[src/rtl/dmem_arb_pkg.sv]
// Shared types for the data-memory arbiter.
// Optional starvation guard: DMEM_ARB_STARVE_EN.
package dmem_arb_pkg;

  localparam int ADDR_W_DEF   = 32;
  localparam int DATA_W_DEF   = 32;
  localparam int MAX_WAIT_DEF = 8;
  localparam int WAIT_W       = 8;

  typedef enum logic {
    ARB,
    LOCK
  } arb_state_e;

  typedef enum logic [1:0] {
    OWN_NONE,
    OWN_CPU,
    OWN_LDR
  } owner_e;

endpackage

[src/rtl/dmem_starve_counter.sv]
// Saturating count of consecutive cycles the loader lost arbitration.
// Used only when DMEM_ARB_STARVE_EN is defined.
module dmem_starve_counter
  import dmem_arb_pkg::*;
#(
  parameter int MAX_WAIT = MAX_WAIT_DEF
) (
  input  logic clk,
  input  logic reset,
  input  logic inc,
  input  logic clr,
  output logic hit
);

  localparam logic [WAIT_W-1:0] LIM = WAIT_W'(MAX_WAIT);

  logic [WAIT_W-1:0] cnt;

  always_ff @(posedge clk or negedge reset) begin
    if (!reset) begin
      cnt <= '0;
    end else if (clr) begin
      cnt <= '0;
    end else if (inc && cnt != LIM) begin
      cnt <= cnt + 1'b1;
    end
  end

  assign hit = (cnt == LIM);

endmodule

[src/rtl/dmem_arbiter.sv]
// CPU / loader arbiter for a single-port synchronous-read data RAM.
// Define DMEM_ARB_STARVE_EN to force a loader grant after MAX_WAIT losses.
module dmem_arbiter
  import dmem_arb_pkg::*;
#(
  parameter int ADDR_W   = ADDR_W_DEF,
  parameter int DATA_W   = DATA_W_DEF,
  parameter int MAX_WAIT = MAX_WAIT_DEF
) (
  input  logic              clk,
  input  logic              reset,
  input  logic              cpu_req,
  input  logic              cpu_we,
  input  logic [ADDR_W-1:0] cpu_addr,
  input  logic [DATA_W-1:0] cpu_wdata,
  output logic              cpu_stall,
  output logic              cpu_rvalid,
  output logic [DATA_W-1:0] cpu_rdata,
  input  logic              ldr_valid,
  input  logic              ldr_we,
  input  logic [ADDR_W-1:0] ldr_addr,
  input  logic [DATA_W-1:0] ldr_wdata,
  input  logic              ldr_lock,
  output logic              ldr_ready,
  output logic              ldr_rvalid,
  output logic [DATA_W-1:0] ldr_rdata,
  output logic              mem_en,
  output logic              mem_we,
  output logic [ADDR_W-1:0] mem_addr,
  output logic [DATA_W-1:0] mem_wdata,
  input  logic [DATA_W-1:0] mem_rdata
);

  arb_state_e state, state_n;
  owner_e     owner, owner_n;
  logic       cpu_gnt, ldr_gnt;
  logic       starve;

`ifdef DMEM_ARB_STARVE_EN
  dmem_starve_counter #(
    .MAX_WAIT(MAX_WAIT)
  ) u_starve (
    .clk  (clk),
    .reset(reset),
    .inc  (ldr_valid & ~ldr_gnt),
    .clr  (ldr_gnt | ~ldr_valid),
    .hit  (starve)
  );
`else
  assign starve = 1'b0;
`endif

  always_ff @(posedge clk or negedge reset) begin
    if (!reset) begin
      state <= ARB;
      owner <= OWN_NONE;
    end else begin
      state <= state_n;
      owner <= owner_n;
    end
  end

  // Grants are held low while reset is asserted.
  always_comb begin
    cpu_gnt = 1'b0;
    ldr_gnt = 1'b0;
    state_n = state;
    if (reset) begin
      unique case (state)
        ARB: begin
          if (ldr_valid && (!cpu_req || starve)) begin
            ldr_gnt = 1'b1;
            if (ldr_lock) state_n = LOCK;
          end else if (cpu_req) begin
            cpu_gnt = 1'b1;
          end
        end
        LOCK: begin
          ldr_gnt = ldr_valid;
          if (!ldr_lock) state_n = ARB;
        end
        default: state_n = ARB;
      endcase
    end
  end

  always_comb begin
    mem_en    = 1'b0;
    mem_we    = 1'b0;
    mem_addr  = '0;
    mem_wdata = '0;
    owner_n   = OWN_NONE;
    unique case (1'b1)
      cpu_gnt: begin
        mem_en    = 1'b1;
        mem_we    = cpu_we;
        mem_addr  = cpu_addr;
        mem_wdata = cpu_wdata;
        if (!cpu_we) owner_n = OWN_CPU;
      end
      ldr_gnt: begin
        mem_en    = 1'b1;
        mem_we    = ldr_we;
        mem_addr  = ldr_addr;
        mem_wdata = ldr_wdata;
        if (!ldr_we) owner_n = OWN_LDR;
      end
      default: ;
    endcase
  end

  assign cpu_stall  = cpu_req & ~cpu_gnt;
  assign ldr_ready  = ldr_gnt;
  assign cpu_rvalid = (owner == OWN_CPU);
  assign ldr_rvalid = (owner == OWN_LDR);
  assign cpu_rdata  = mem_rdata;
  assign ldr_rdata  = mem_rdata;

endmodule

[config.mk]
export PLATFORM = sky130hd
export DESIGN_NAME = dmem_arbiter
export DESIGN_NICKNAME = d
export VERILOG_FILES = /design/src/rtl/dmem_arb_pkg.sv /design/src/rtl/dmem_starve_counter.sv /design/src/rtl/dmem_arbiter.sv
export SDC_FILE = /design/constraint.sdc
export NUM_CORES = 1
export LEC_CHECK = 0
export BUFFER_PORTS_ARGS = -buffer_cell sky130_fd_sc_hd__buf_2
export CAP_MARGIN = 15
export CORE_AREA = 2 2 117 119
export CTS_BUF_LIST = sky130_fd_sc_hd__clkbuf_2 sky130_fd_sc_hd__clkbuf_4 sky130_fd_sc_hd__clkbuf_8
export DETAILED_ROUTE_END_ITERATION = 7
export DIE_AREA = 0 0 119 121
export PLACE_DENSITY_LB_ADDON = 0.12
export SYNTH_ARGS = -nofsm -noshare
export SYNTH_HDL_FRONTEND = slang
export SYNTH_SLANG_ARGS = --single-unit
[constraint.sdc]
create_clock -name clk -period 1.9 [get_ports clk]
set_clock_uncertainty 0.05 [all_clocks]
set_input_delay 0.38 -clock clk [delete_from_list [all_inputs] [get_ports clk]]
set_output_delay 0.38 -clock clk [all_outputs]
set_load 0.05 [all_outputs]
==> results of run 1 <==
[synthesized netlist by cell type (all sizes together)]
cell	n	area, µm²
buf	85	601
a21boi	66	495
nand2	66	248
nand3	65	325
clkbuf	8	30.0
dfrtp	3	75.1
nor2b	3	18.8
inv	2	7.51
nor2	2	7.51
a2bb2oi	1	8.76
nand2b	1	6.26
nor3	1	5.00
nor4bb	1	10.0
o21a	1	7.51
[worst max path at each step]
stage | endpoint | startpoint | cells after the start
floorplan | mem_wdata[14] | state | 5
global route | mem_wdata[7] | state | 6
finish | mem_wdata[18] | state | 6
detailed placement | mem_wdata[0] | cpu_req | 6
CTS | mem_wdata[16] | state | 5
global placement | mem_wdata[0] | cpu_req | 6
[flip-flops by register name, indices dropped and copies added, names as in the netlist]
| signal | count |
|---|---|
| state | 1 |
| owner | 2 |
[layout make-up]
| cell class | instances | area [µm²] |
|---|---|---|
| fill | 1468 | 9630 |
| timing repair buffer | 219 | 1690 |
| sequential | 3 | 75.1 |
| inverter | 2 | 7.51 |
| clock buffer | 4 | 48.8 |
| tap | 176 | 220 |
| multi-input combinational | 207 | 1410 |
[kinds of logic (layout without fill, tap and decap cells)]
logic type,Yosys count,in the layout,synth area share
buffers and inverters,95,225,0.346
AO/OA/AOI/OAI,68,68,0.277
AND/OR/NAND/NOR,139,139,0.336
flip-flops,3,3,0.0407
[repair_timing]
action,CTS,global route
setup buffers,0,2
resized for setup,132,8
pin swaps,24,0
setup endpoints to repair,65,66
cloned,1,3
[worst register-to-register path: stages (launching register included)]
cell and delay [ns]:
dfrtp_1 0.42, nor2b_4 0.17, buf_4 0.17, buf_8 0.16, nor3_1 0.06
[routing by layer]
metal / part of all wire / routed length, µm
met2: 0.57 / 5190
met5: 0 / 0
met3: 0.063 / 573
met1: 0.35 / 3150
met4: 0.019 / 170
[through the flow]
| step | TNS (ns) | instance area (µm²) |
|---|---|---|
| 3_3_place_gp | 0 | 2870 |
| 6_report | -1.69 | 3450 |
| 3_5_place_dp | 0 | 2870 |
| 2_1_floorplan | -0.202 | 2090 |
| 4_1_cts | -1.46 | 3360 |
| 5_1_grt | -6.11 | 3450 |
[where the power goes]
part           total (mW)  switching [mW]  internal, mW  leakage [nW]
sequential         0.0723         0.00400        0.0683        0.0400
clock               0.207          0.0494         0.158        0.0262
combinational        1.20           0.715         0.489          1.53
==> out/metrics.yaml, run 1 <==
sta:
  period_share: 1.03
  finalHoldViolations: 0
  timing.final.crit_period_ns: 1.96
  worst_slew_pin_slew_ns: 0.282
  max_slew_margin: 0.810
  fin_hold_ws_ns: 0.0998
  timing.fmax_ghz: 0.510
  rsz0062_at_grt: "yes"
  timing.final.ws_setup_ns: -0.0619
  slew_viol_final: 0
  setup-violations-final: 49
worst_setup_path:
  r2r_start: "state"
  required_ns: 1.47
  critPathMaxFanout: 9
  critPathBufInv: 3
  crit_type: "reg2out"
  cp_data_arrival_time_ns: 1.53
  worstPathCellList: "nor2b_4, buf_4, buf_8, nand2_1, a21boi_2, buf_6"
  start_kind: "flip-flop"
  ff2ff_path_depth: 4
  r2r_end: "owner[1]"
  end_kind: "output port"
  slowest_delay_ns: 0.42
  r2r_slack_ns: 0.76
  critPathSlowestCell: "dfrtp_1"
  path_delay_family: "buffers and inverters"
logic_synthesis:
  syn-num-nets: 472
  synth-seq-area-share: 0.0407
  synth_area_um2: 1850
  synth.avg_cell_area_um2: 6.05
  netlist_instances: 305
  ys.warnings.count: 0
  synth-seq-cells: 3
  netlist-cell-type-count: 17
place:
  post-dp-hpwl_um: 6230
  place_ws_ns: 0.0151
  place.gp.congestion: 0.691
  dp_cells: 601
  port-buffer-count: 204
global_routing:
  grt_util_met2: 0.224
  grt_max_degree: 41
  use_met3: 0.0169
  grt.met1_usage: 0.106
  grt-ovfl-total: 0
  track_usage: 0.108
  grt_pass1_wl_um: 12500
  grt_pass1_vias: 2501
  grt-busiest-layer: "met2"
  antenna_found_initial: 0
cts:
  numCtsBuffers: 3
  root_buffer: "clkbuf_8"
  cts_max_path_buffers: 2
  path_clk_slew_ns: 0.04
  cts_tree: "done"
  cts_sinks: 3
  hold_buffers: 0
  clk_latency_ns: 0.22
  htree_num_levels: 1
drt:
  wl_per_cell_um: 14.9
  viasPerCell: 4.18
  drt-total-wl_um: 9080
  drc_errors: 0
  ant_nets: 0
  first_iter_violations: 33
  dr_total_vias: 2553
  dr.pass1.iters: 6
floorplan:
  fp.dieW_um: 119
  io_pins: 301
  die_area_um2: 14400
  start_util: 0.141
  rows: 42
  die-height_um: 121
  core_area_um2: 13100
power_and_ir_drop:
  power_density_nw_per_um2: 430
  p_leak_nw: 1.59
  power.total_mw: 1.48
  ir_worst_vdd_mv: 0.169
final_layout:
  instances_no_fill: 611
  area_delta_synth_final_pct: 87.1
  post-route-util: 0.264
  layout_common_cells: "buf_2, buf_6, nand2_1"
  fin_nets: 603
  drive_gt1_frac: 0.676
  n_antenna_cell: 0
  final_common_cell: "buf_2"
outcome:
  violations: "negative setup slack"
  status: "finished, violations left"
flow_run:
  maxCapViolCount: 0
worst_hold_path:
  hold_path_class: "in2async"
Power figures use the tool's default switching activity.
==> run 2, diff against run 1 <==
--- a/config.mk
+++ b/config.mk
@@ -7,7 +7,7 @@
 export LEC_CHECK = 0
 export BUFFER_PORTS_ARGS = -buffer_cell sky130_fd_sc_hd__buf_2
 export CAP_MARGIN = 15
-export CORE_AREA = 2 2 117 119
+export CORE_AREA = 8 8 111 113
 export CTS_BUF_LIST = sky130_fd_sc_hd__clkbuf_2 sky130_fd_sc_hd__clkbuf_4 sky130_fd_sc_hd__clkbuf_8
 export DETAILED_ROUTE_END_ITERATION = 7
 export DIE_AREA = 0 0 119 121
==> constraint.sdc (replaced) <==
create_clock -name clk -period 1.9 [get_ports clk]
set_clock_uncertainty 0.05 [all_clocks]
set_input_delay 0.095 -clock clk [delete_from_list [all_inputs] [get_ports clk]]
set_output_delay 0.095 -clock clk [all_outputs]
set_load 0.05 [all_outputs]
==> out/metrics.yaml, run 2 (same netlist as run 1, synthesis figures left out) <==
outcome:
  status: "finished clean"
worst_setup_path:
  worstPathCellList: "nand2b_2, buf_12, nand3_1, a21boi_1, buf_2"
  cp_data_arrival_time_ns: 1.62
  r2r_slack_ns: 0.81
  end_kind: "output port"
  crit_type: "reg2out"
  critPathBufInv: 2
  slowest_delay_ns: 0.43
  start_kind: "flip-flop"
  path_delay_family: "buffers and inverters"
  critPathMaxFanout: 31
  critPathSlowestCell: "dfrtp_1"
  required_ns: 1.75
cts:
  cts_max_path_buffers: 2
  numCtsBuffers: 3
  cts_sinks: 3
  cts_tree: "done"
  path_clk_slew_ns: 0.03
  clk_latency_ns: 0.22
  htree_num_levels: 1
  root_buffer: "clkbuf_8"
  postCtsSetupBuffers: 0
place:
  place.gp.congestion: 0.738
  post-dp-hpwl_um: 6820
  port-buffer-count: 204
power_and_ir_drop:
  switching_share: 0.564
  seqPwrFrac: 0.061
  combPwrFrac: 0.769
  p_clk_frac: 0.171
  power_density_nw_per_um2: 464
  net-switching-power_mw: 0.679
  p_leak_nw: 1.43
  ir_worst_vdd_mv: 0.160
  intPower_mw: 0.524
drt:
  wl_per_cell_um: 15.3
  drc_errors: 0
  first_iter_violations: 122
  drt-total-wl_um: 8660
  ant_nets: 0
  dr_total_vias: 2469
  viasPerCell: 4.35
  dr.pass1.iters: 4
final_layout:
  drive_gt1_frac: 0.506
  regMostFlops: "owner"
  n_antenna_cell: 0
  area_delta_synth_final_pct: 40.5
  layout_common_cells: "buf_2, nand2_1, nand3_1, a21boi_1, buf_12"
  top_regs: "owner: 2 flops, state: 1 flops"
  final_common_cell: "buf_2"
  fin_nets: 595
  largest_reg_flops: 2
floorplan:
  die-height_um: 121
  die_area_um2: 14400
  io_pins: 301
  rows: 38
  fp.dieW_um: 119
  start_util: 0.174
  core_area_um2: 10600
sta:
  period_share: 0.928
  finalHoldViolations: 0
  timing.fmax_ghz: 0.567
  tns_ns: 0
  fin_hold_ws_ns: 0.00487
  max_slew_margin: 0.804
  slew_viol_final: 0
  worst_slew_pin_slew_ns: 0.295
  setup-violations-final: 0
  rsz0062_at_grt: "no"
  timing.final.crit_period_ns: 1.76
global_routing:
  grt_pass1_wl_um: 13100
  grt_pass1_vias: 2533
  track_usage: 0.109
  grt_max_degree: 74
  grt-ovfl-total: 0
  antenna_found_initial: 0
flow_run:
  maxCapViolCount: 0
worst_hold_path:
  hold_path_class: "in2reg"
run 2: cell types whose count changed in the layout (fill, tap and decap cells not counted), sizes merged:
cell and change:
dlygate4sd3 +1, buf -9
run 2: power by group through the flow:
| stage | clock network (mW) | logic [mW] | registers, mW |
|---|---|---|---|
| 2_1_floorplan | 0 | 0.989 | 0.0717 |
| 3_3_place_gp | 0 | 0.933 | 0.0735 |
| 3_5_place_dp | 0 | 0.934 | 0.0740 |
| 4_1_cts | 0.211 | 0.938 | 0.0731 |
| 5_1_grt | 0.219 | 0.993 | 0.0741 |
| 6_report | 0.205 | 0.924 | 0.0731 |
run 2: path summary, 6_finish.rpt:
| path | to | cells past startpoint | start |
|---|---|---|---|
| setup / recovery | mem_wdata[2] | 5 | state |
| hold / removal | owner[0] | 2 | cpu_we |
| setup reg to reg | owner[1] | 3 | state |
| hold reg to reg | owner[0] | 1 | state |
| max in group asynchronous | owner[1] | 3 | reset |
| min in group asynchronous | owner[0] | 3 | reset |
run 2: worst register-to-register path, delay by kind of cell (launching register included):
| kind | cells | cell delay (ns) |
|---|---|---|
| flops | 1 | 0.43 |
| simple gates | 2 | 0.26 |
| buf+inv | 1 | 0.23 |
run 2: area by class of cell:
cell class	instances	area [µm²]
inverter	2	7.51
tap	140	175
timing repair buffer	211	1140
sequential	3	75.1
fill	1223	8010
multi-input combinational	207	1140
clock buffer	4	48.8
run 2: repair_timing:
item	CTS	global route
gates resized for setup	0	2
endpoints found under the hold margin	3	0
endpoints found under the setup margin	0	3
hold buffers	1	0
run 2: stage by stage:
step,worst slack (ns),utilization,instance area (µm²),cells,power [mW]
after detailed placement,0.342,0.238,2530,562,1.01
after global placement,0.366,0.238,2530,562,1.01
after CTS,0.111,0.244,2590,567,1.22
after global routing,0.000854,0.245,2590,567,1.29
final,0.137,0.245,2590,567,1.20
after floorplan,0.0679,-,1850,305,1.06
run 2: layer usage:
metal  vias up  part of all wire  global-route usage
li1       1201                 -                   -
met1      1098              0.36               0.108
met2       138              0.51               0.200
met3        32              0.10              0.0437
met4         0             0.027              0.0395
met5         -                 0                   0
